[src/rtl/rx_shift_ctrl.sv]
// Receive sequencer for an async-serial frame: start detect, mid-bit shift strobes, stop check, buffer load.
// Latency: strobe k at t0+HALF+k*CLKS_PER_BIT after the sampled falling edge; load one cycle after the stop sample.
// Backpressure: none; a load while data_ready is still set raises the sticky overrun_error.
module rx_shift_ctrl #(
    parameter int CLKS_PER_BIT  = 10,
    parameter int NUM_DATA_BITS = 8
) (
    input  logic clk,
    input  logic rst,
    input  logic serial_in,
    input  logic data_read,
    output logic shift_strobe,
    output logic load_buffer,
    output logic data_ready,
    output logic framing_error,
    output logic overrun_error,
    output logic busy
);

    localparam int HALF = CLKS_PER_BIT / 2;
    localparam int TW   = $clog2(CLKS_PER_BIT);
    localparam int CW   = $clog2(NUM_DATA_BITS + 1);

    localparam logic [TW-1:0] T_HALF = TW'(HALF - 1);
    localparam logic [TW-1:0] T_LAST = TW'(CLKS_PER_BIT - 1);
    localparam logic [CW-1:0] C_LAST = CW'(NUM_DATA_BITS - 1);

    typedef enum logic [2:0] {
        IDLE  = 3'd0,
        START = 3'd1,
        DATA  = 3'd2,
        STOP  = 3'd3,
        LOAD  = 3'd4
    } state_t;

    state_t          state;
    state_t          state_nxt;
    logic [TW-1:0]   timer;
    logic [TW-1:0]   timer_nxt;
    logic [CW-1:0]   bit_cnt;
    logic [CW-1:0]   bit_cnt_nxt;
    logic            prev;
    logic            armed;
    logic            start_edge;
    logic            stop_fail;

    // armed stays low after reset until the line has been seen idle, so a
    // line held low through reset cannot masquerade as a start bit.
    assign start_edge = armed & prev & ~serial_in;

    always_comb begin
        state_nxt    = state;
        timer_nxt    = timer;
        bit_cnt_nxt  = bit_cnt;
        shift_strobe = 1'b0;
        load_buffer  = 1'b0;
        stop_fail    = 1'b0;
        case (state)
            IDLE: begin
                timer_nxt = '0;
                if (start_edge) begin
                    state_nxt = START;
                end
            end
            START: begin
                if (timer == T_HALF) begin
                    timer_nxt   = '0;
                    bit_cnt_nxt = '0;
                    state_nxt   = serial_in ? IDLE : DATA;
                end else begin
                    timer_nxt = timer + TW'(1);
                end
            end
            DATA: begin
                if (timer == T_LAST) begin
                    shift_strobe = 1'b1;
                    timer_nxt    = '0;
                    bit_cnt_nxt  = bit_cnt + CW'(1);
                    if (bit_cnt == C_LAST) begin
                        state_nxt = STOP;
                    end
                end else begin
                    timer_nxt = timer + TW'(1);
                end
            end
            STOP: begin
                if (timer == T_LAST) begin
                    timer_nxt = '0;
                    if (serial_in) begin
                        state_nxt = LOAD;
                    end else begin
                        stop_fail = 1'b1;
                        state_nxt = IDLE;
                    end
                end else begin
                    timer_nxt = timer + TW'(1);
                end
            end
            LOAD: begin
                load_buffer = 1'b1;
                timer_nxt   = '0;
                state_nxt   = IDLE;
            end
            default: begin
                timer_nxt = '0;
                state_nxt = IDLE;
            end
        endcase
    end

    assign busy = (state != IDLE);

    always_ff @(posedge clk) begin
        if (rst) begin
            state   <= IDLE;
            timer   <= '0;
            bit_cnt <= '0;
            prev    <= 1'b1;
            armed   <= 1'b0;
        end else begin
            state   <= state_nxt;
            timer   <= timer_nxt;
            bit_cnt <= bit_cnt_nxt;
            prev    <= serial_in;
            armed   <= armed | serial_in;
        end
    end

    // A flag set on the same edge as data_read takes priority over the clear.
    always_ff @(posedge clk) begin
        if (rst) begin
            data_ready    <= 1'b0;
            framing_error <= 1'b0;
            overrun_error <= 1'b0;
        end else begin
            if (load_buffer) begin
                data_ready <= 1'b1;
            end else if (data_read) begin
                data_ready <= 1'b0;
            end

            if (stop_fail) begin
                framing_error <= 1'b1;
            end else if (data_read) begin
                framing_error <= 1'b0;
            end

            if (load_buffer && data_ready && !data_read) begin
                overrun_error <= 1'b1;
            end else if (data_read) begin
                overrun_error <= 1'b0;
            end
        end
    end

endmodule

[config.mk]
export PLATFORM = sky130hd
export DESIGN_NAME = rx_shift_ctrl
export DESIGN_NICKNAME = d
export VERILOG_FILES = /design/src/rtl/rx_shift_ctrl.sv
export SDC_FILE = /design/constraint.sdc
export NUM_CORES = 1
export LEC_CHECK = 0
export CAP_MARGIN = 20
export CORE_UTILIZATION = 47
export CTS_BUF_LIST = sky130_fd_sc_hd__clkbuf_16
export DETAILED_ROUTE_END_ITERATION = 8
export GPL_TIMING_DRIVEN = 0
export PLACE_DENSITY = 0.72
export SLEW_MARGIN = 30
export SYNTH_ARGS = -nofsm -noshare
export SYNTH_HDL_FRONTEND = slang
export SYNTH_SLANG_ARGS = --single-unit
[constraint.sdc]
create_clock -name clk -period 1.3 [get_ports clk]
set_input_delay 0.195 -clock clk [delete_from_list [all_inputs] [get_ports clk]]
set_output_delay 0.195 -clock clk [all_outputs]
set_load 0.005 [all_outputs]
==> results by stage <==
Worst setup path:
- The critical path goes through buf_6, buf_6, nor3b_4, or4b_4, o311ai_2.
- The most numerous cell type found on the critical path is sky130_fd_sc_hd__buf_6.
- The type of destination of the critical path is a flip-flop.
- The element type at the critical path start is a flip-flop.
- The type of the worst setup path is reg2reg.
- Counting cells, the worst reg-to-reg path comes to 5.
- The slowest stage of the critical path belongs to the cell sky130_fd_sc_hd__or4b_4.
- The largest fanout on the critical path is 6.
- On the worst path, the slowest cell contributes a delay of 0.49 ns.
- The worst reg-to-reg setup slack is -0.15 ns.
- The required time at the endpoint of the critical path is 1.46 ns.
- The endpoint identified for the worst register-to-register timing path is bit_cnt[3].
- Tracing the worst setup path back leads to its startpoint at state[0].
- The worst register-to-register path begins at state[0].
- The worst endpoint data arrival time is 1.60 ns.

Route:
- The detailed route wirelength on metal2 is 1.189 mm.
- The top layer used by detailed routing is met4.
- For this block, the routed nets add up to 2.302 mm of wire.
- In the final routed layout, each cell accounts on average for 17.44 um.
- For this run, design rule violations remaining after detail routing come to 0.
- The remaining antenna violation count is 0.
- The via density per instance is 5.788.
- The detailed router finished its first iteration with 31 violations.
- The met3 layer wire length in the routed design is 71 um.
- The wire length on met1 is 1.031 mm.
- The pre-antenna-repair detailed-routing pass consisted of 4 iterations.
- The final route contains 764 vias.

Clocking:
- The number of H-tree levels is 1.
- Counting every sink on the clock net gives 16.
- Counting the buffers created by CTS gives 3.
- The CTS root buffer is sky130_fd_sc_hd__clkbuf_16.
- The TritonCTS clock tree is yes.
- The clock transition time at the flip-flop clock pins of the worst setup and hold paths is 0.05 ns.
- The clock passes through at most 2 buffers.
- For the worst-skew pair, the clock arrives at the later sink with an insertion delay of 0.25 ns.
- The hold buffer count at cts is 0.

Final layout:
- The library cell used most frequently in the layout, excluding fill and tap cells, is sky130_fd_sc_hd__buf_4.
- With fillers left out, the area of the finished cells amounts to 1260 um^2.
- The top cell types in the final layout, fill and taps aside, are 12 x sky130_fd_sc_hd__buf_4, 10 x sky130_fd_sc_hd__dfxtp_1, 9 x sky130_fd_sc_hd__buf_6.
- The area growth from synthesis to layout is 54.45%.
- The number of nets in the finished design is 126.
- The number of antenna repair diodes is 0.
- The ratio of cells with drive above 1 in the final layout is 46.55%.

Power:
- Cell internal power was estimated by the tool at 946.8 uW.
- Net switching is 20.72% of the power.
- Combinational cells account for 8.1% of the total power.
- For this design the ratio of total power to cell area is 947.9 nW/um^2.
- The leakage power total is 0.5219 nW.
- The design draws 1.194 mW.
- The clock network burns 49.8% of the power.
- Registers are responsible for 42.1% of the overall power.
- Summed over all nets, the switching power comes to 247.5 uW.
- VDD sags by at most 1.323 mV.

Placed design:
- The area after detailed placement is 925.9 um^2.
- At the end of routability-driven placement, the weighted congestion stood at 0.7793.
- Detailed placement finished with a half-perimeter wire length of 1.077 mm.
- Port buffering added 9 buffers.

GRT:
- The initial antenna violation count is 0.
- The number of global-route vias before repair came to 738.
- The sum of overflow across all layers after global routing is 0.
- Global routing used 22.25% of the available tracks.
- The first global-routing pass estimated 3.146 mm of wire.
- The pin count of the biggest net entering global routing is 11.

Die:
- The row count is 14.
- The die is 43.66 um tall.
- The x dimension of the die is 43.66 um.
- The overall die area is 1906 um^2.
- The core region is 1559 um^2.
- 10 I/O pins were placed.
- For this configuration, the core starts out at a cell density of 52.33%.

Timing:
- The actual transition at the worst max-transition pin is 0.3017 ns.
- The count of pins over their slew limit came to 0.
- The number of endpoints with negative hold slack in the final report is 0.
- The total of endpoints with negative setup slack in the final report is 9.
- The worst clock skew is 0.003781 ns.
- Summed over all failing endpoints, the final setup total negative slack is -0.8265 ns.
- The worst max-slew margin expressed relative to the limit is 79.86%.
- For this run, the top clock speed supported by timing is 691.8 MHz.
- The final setup slack of the worst path is -0.1455 ns.
- Setup repair after global routing could not meet its margin everywhere.
- The smallest hold slack is 0.4841 ns.
- After layout, the minimum clock period comes to 1.445 ns.
- After layout, the worst path uses 111.2% of the clock period.

Synthesis:
- The synthesized instance count is 87.
- Yosys printed 0 warnings.
- Yosys attributes the largest share of cell area to sky130_fd_sc_hd__dfxtp_1 39%, sky130_fd_sc_hd__ha_1 6.1%, sky130_fd_sc_hd__nor2_1 4.1%, sky130_fd_sc_hd__nor3_1 3.7%, sky130_fd_sc_hd__o2bb2ai_4 3.4%.
- Dividing the synthesized area by the synthesized cell count gives 9.377 um^2.
- The distinct cell type count of the synthesized netlist is 39.
- The async set-reset flop share out of synthesis is 0%.
- The register bit total from synthesis is 16.
- The net count after synthesis is 95.
- The sequential cell area fraction in the yosys report is 39.26%.
- For this run, the leading register cell type out of synthesis is sky130_fd_sc_hd__dfxtp_1.
- After synthesis the cells add up to 815.8 um^2.
- The largest total area in the synthesized netlist belongs to sky130_fd_sc_hd__dfxtp_1.
- The number of synthesized flops with an enable pin is 0.
- The share of Yosys cell area claimed by the top area cell type is 39.26%.

Hold path:
- The worst min-delay path category is reg2reg.
- The end of the worst hold path is timer[0].
- The cell count of the worst hold path is 1.
- The startpoint identified for the worst hold timing path is timer[0].

Run:
- Max-cap violations in this run came to 0.

Status:
- The final reports fail on setup timing.
- The run finished, with violations left.
==> routing by layer <==
| metal | vias to the layer above | global-route usage [%] |
|---|---|---|
| met1 | 371 | 27.27 |
| met5 | - | 0 |
| met4 | 0 | 3.750 |
| met3 | 2 | 7.500 |
| met2 | 20 | 38.21 |
| li1 | 371 | - |
==> cells in the mapped netlist, types with 2 or more instances <==
| master | count |
|---|---|
| sky130_fd_sc_hd__dfxtp_1 | 16 |
| sky130_fd_sc_hd__nor2_1 | 9 |
| sky130_fd_sc_hd__inv_1 | 7 |
| sky130_fd_sc_hd__nor3_1 | 6 |
| sky130_fd_sc_hd__a21oi_1 | 4 |
| sky130_fd_sc_hd__ha_1 | 4 |
| sky130_fd_sc_hd__nand2b_1 | 3 |
| sky130_fd_sc_hd__nand3_1 | 3 |
| sky130_fd_sc_hd__nand2_1 | 2 |
| sky130_fd_sc_hd__nand4b_1 | 2 |
| sky130_fd_sc_hd__nor3b_1 | 2 |
| sky130_fd_sc_hd__o21ai_0 | 2 |
==> cell families after synthesis <==
family | Yosys count | synth area share [%]
AOI/OAI and AO/OA | 15 | 15.49
xor gates and xnor gates | 2 | 2.148
adders and majority gates | 4 | 6.135
buffers and inverters | 11 | 6.595
DFF | 16 | 39.26
and+or+nand+nor | 39 | 30.37
==> power by group through the flow <==
stage               sequential, mW  combinational (mW)  clock [mW]
global placement             0.511              0.0613           0
CTS                          0.501              0.0748       0.605
floorplan                    0.510              0.0378           0
global route                 0.503               0.105       0.627
finish                       0.503              0.0972       0.594
detailed placement           0.511              0.0621           0
==> worst max path at each step <==
stage	cells after the start	slack, ns	to
5_1_grt	5	-0.18	shift_strobe
3_5_place_dp	4	-0.42	shift_strobe
2_1_floorplan	6	0.006	bit_cnt[2]
3_3_place_gp	4	-0.38	shift_strobe
6_report	5	-0.15	bit_cnt[3]
4_1_cts	5	-0.13	shift_strobe
==> flip-flops by register name (all words and copies together), names as in the netlist <==
signal,cells
prev,1
state,3
overrun_error,1
armed,1
framing_error,1
timer,4
bit_cnt,4
data_ready,1
==> layout make-up <==
type | instances | area [um^2]
multi-input cells | 60 | 536.8
flip-flops and latches | 16 | 330.3
fillers | 89 | 299.0
repair buffers | 26 | 232.7
clock buffers | 3 | 75.07
plain buffers | 4 | 38.79
inverters | 7 | 26.28
well taps | 16 | 20.02
==> stage by stage <==
step                      utilization, %  instances  setup WS, ns
after floorplan                        -         87      0.005885
after global placement             59.39        112       -0.3817
after detailed placement           59.39        112       -0.4228
after CTS                          73.11        124       -0.1304
after global routing               80.82        132       -0.1840
final                              80.82        132       -0.1455
==> worst max-delay path, delay by kind of cell, from the launching register on <==
kind | cells | cell delay, ns
AO/OA/AOI/OAI | 1 | 0.09
buffers and inverters | 2 | 0.25
flip-flops | 1 | 0.31
AND/OR/NAND/NOR | 2 | 0.70
==> what timing repair did <==
| action | CTS | global route |
|---|---|---|
| setup buffers | 9 | 8 |
| resized for setup | 37 | 16 |
| pin swaps | 4 | 10 |
| setup endpoints to repair | 11 | 15 |
(Power assumes the default switching activity.)
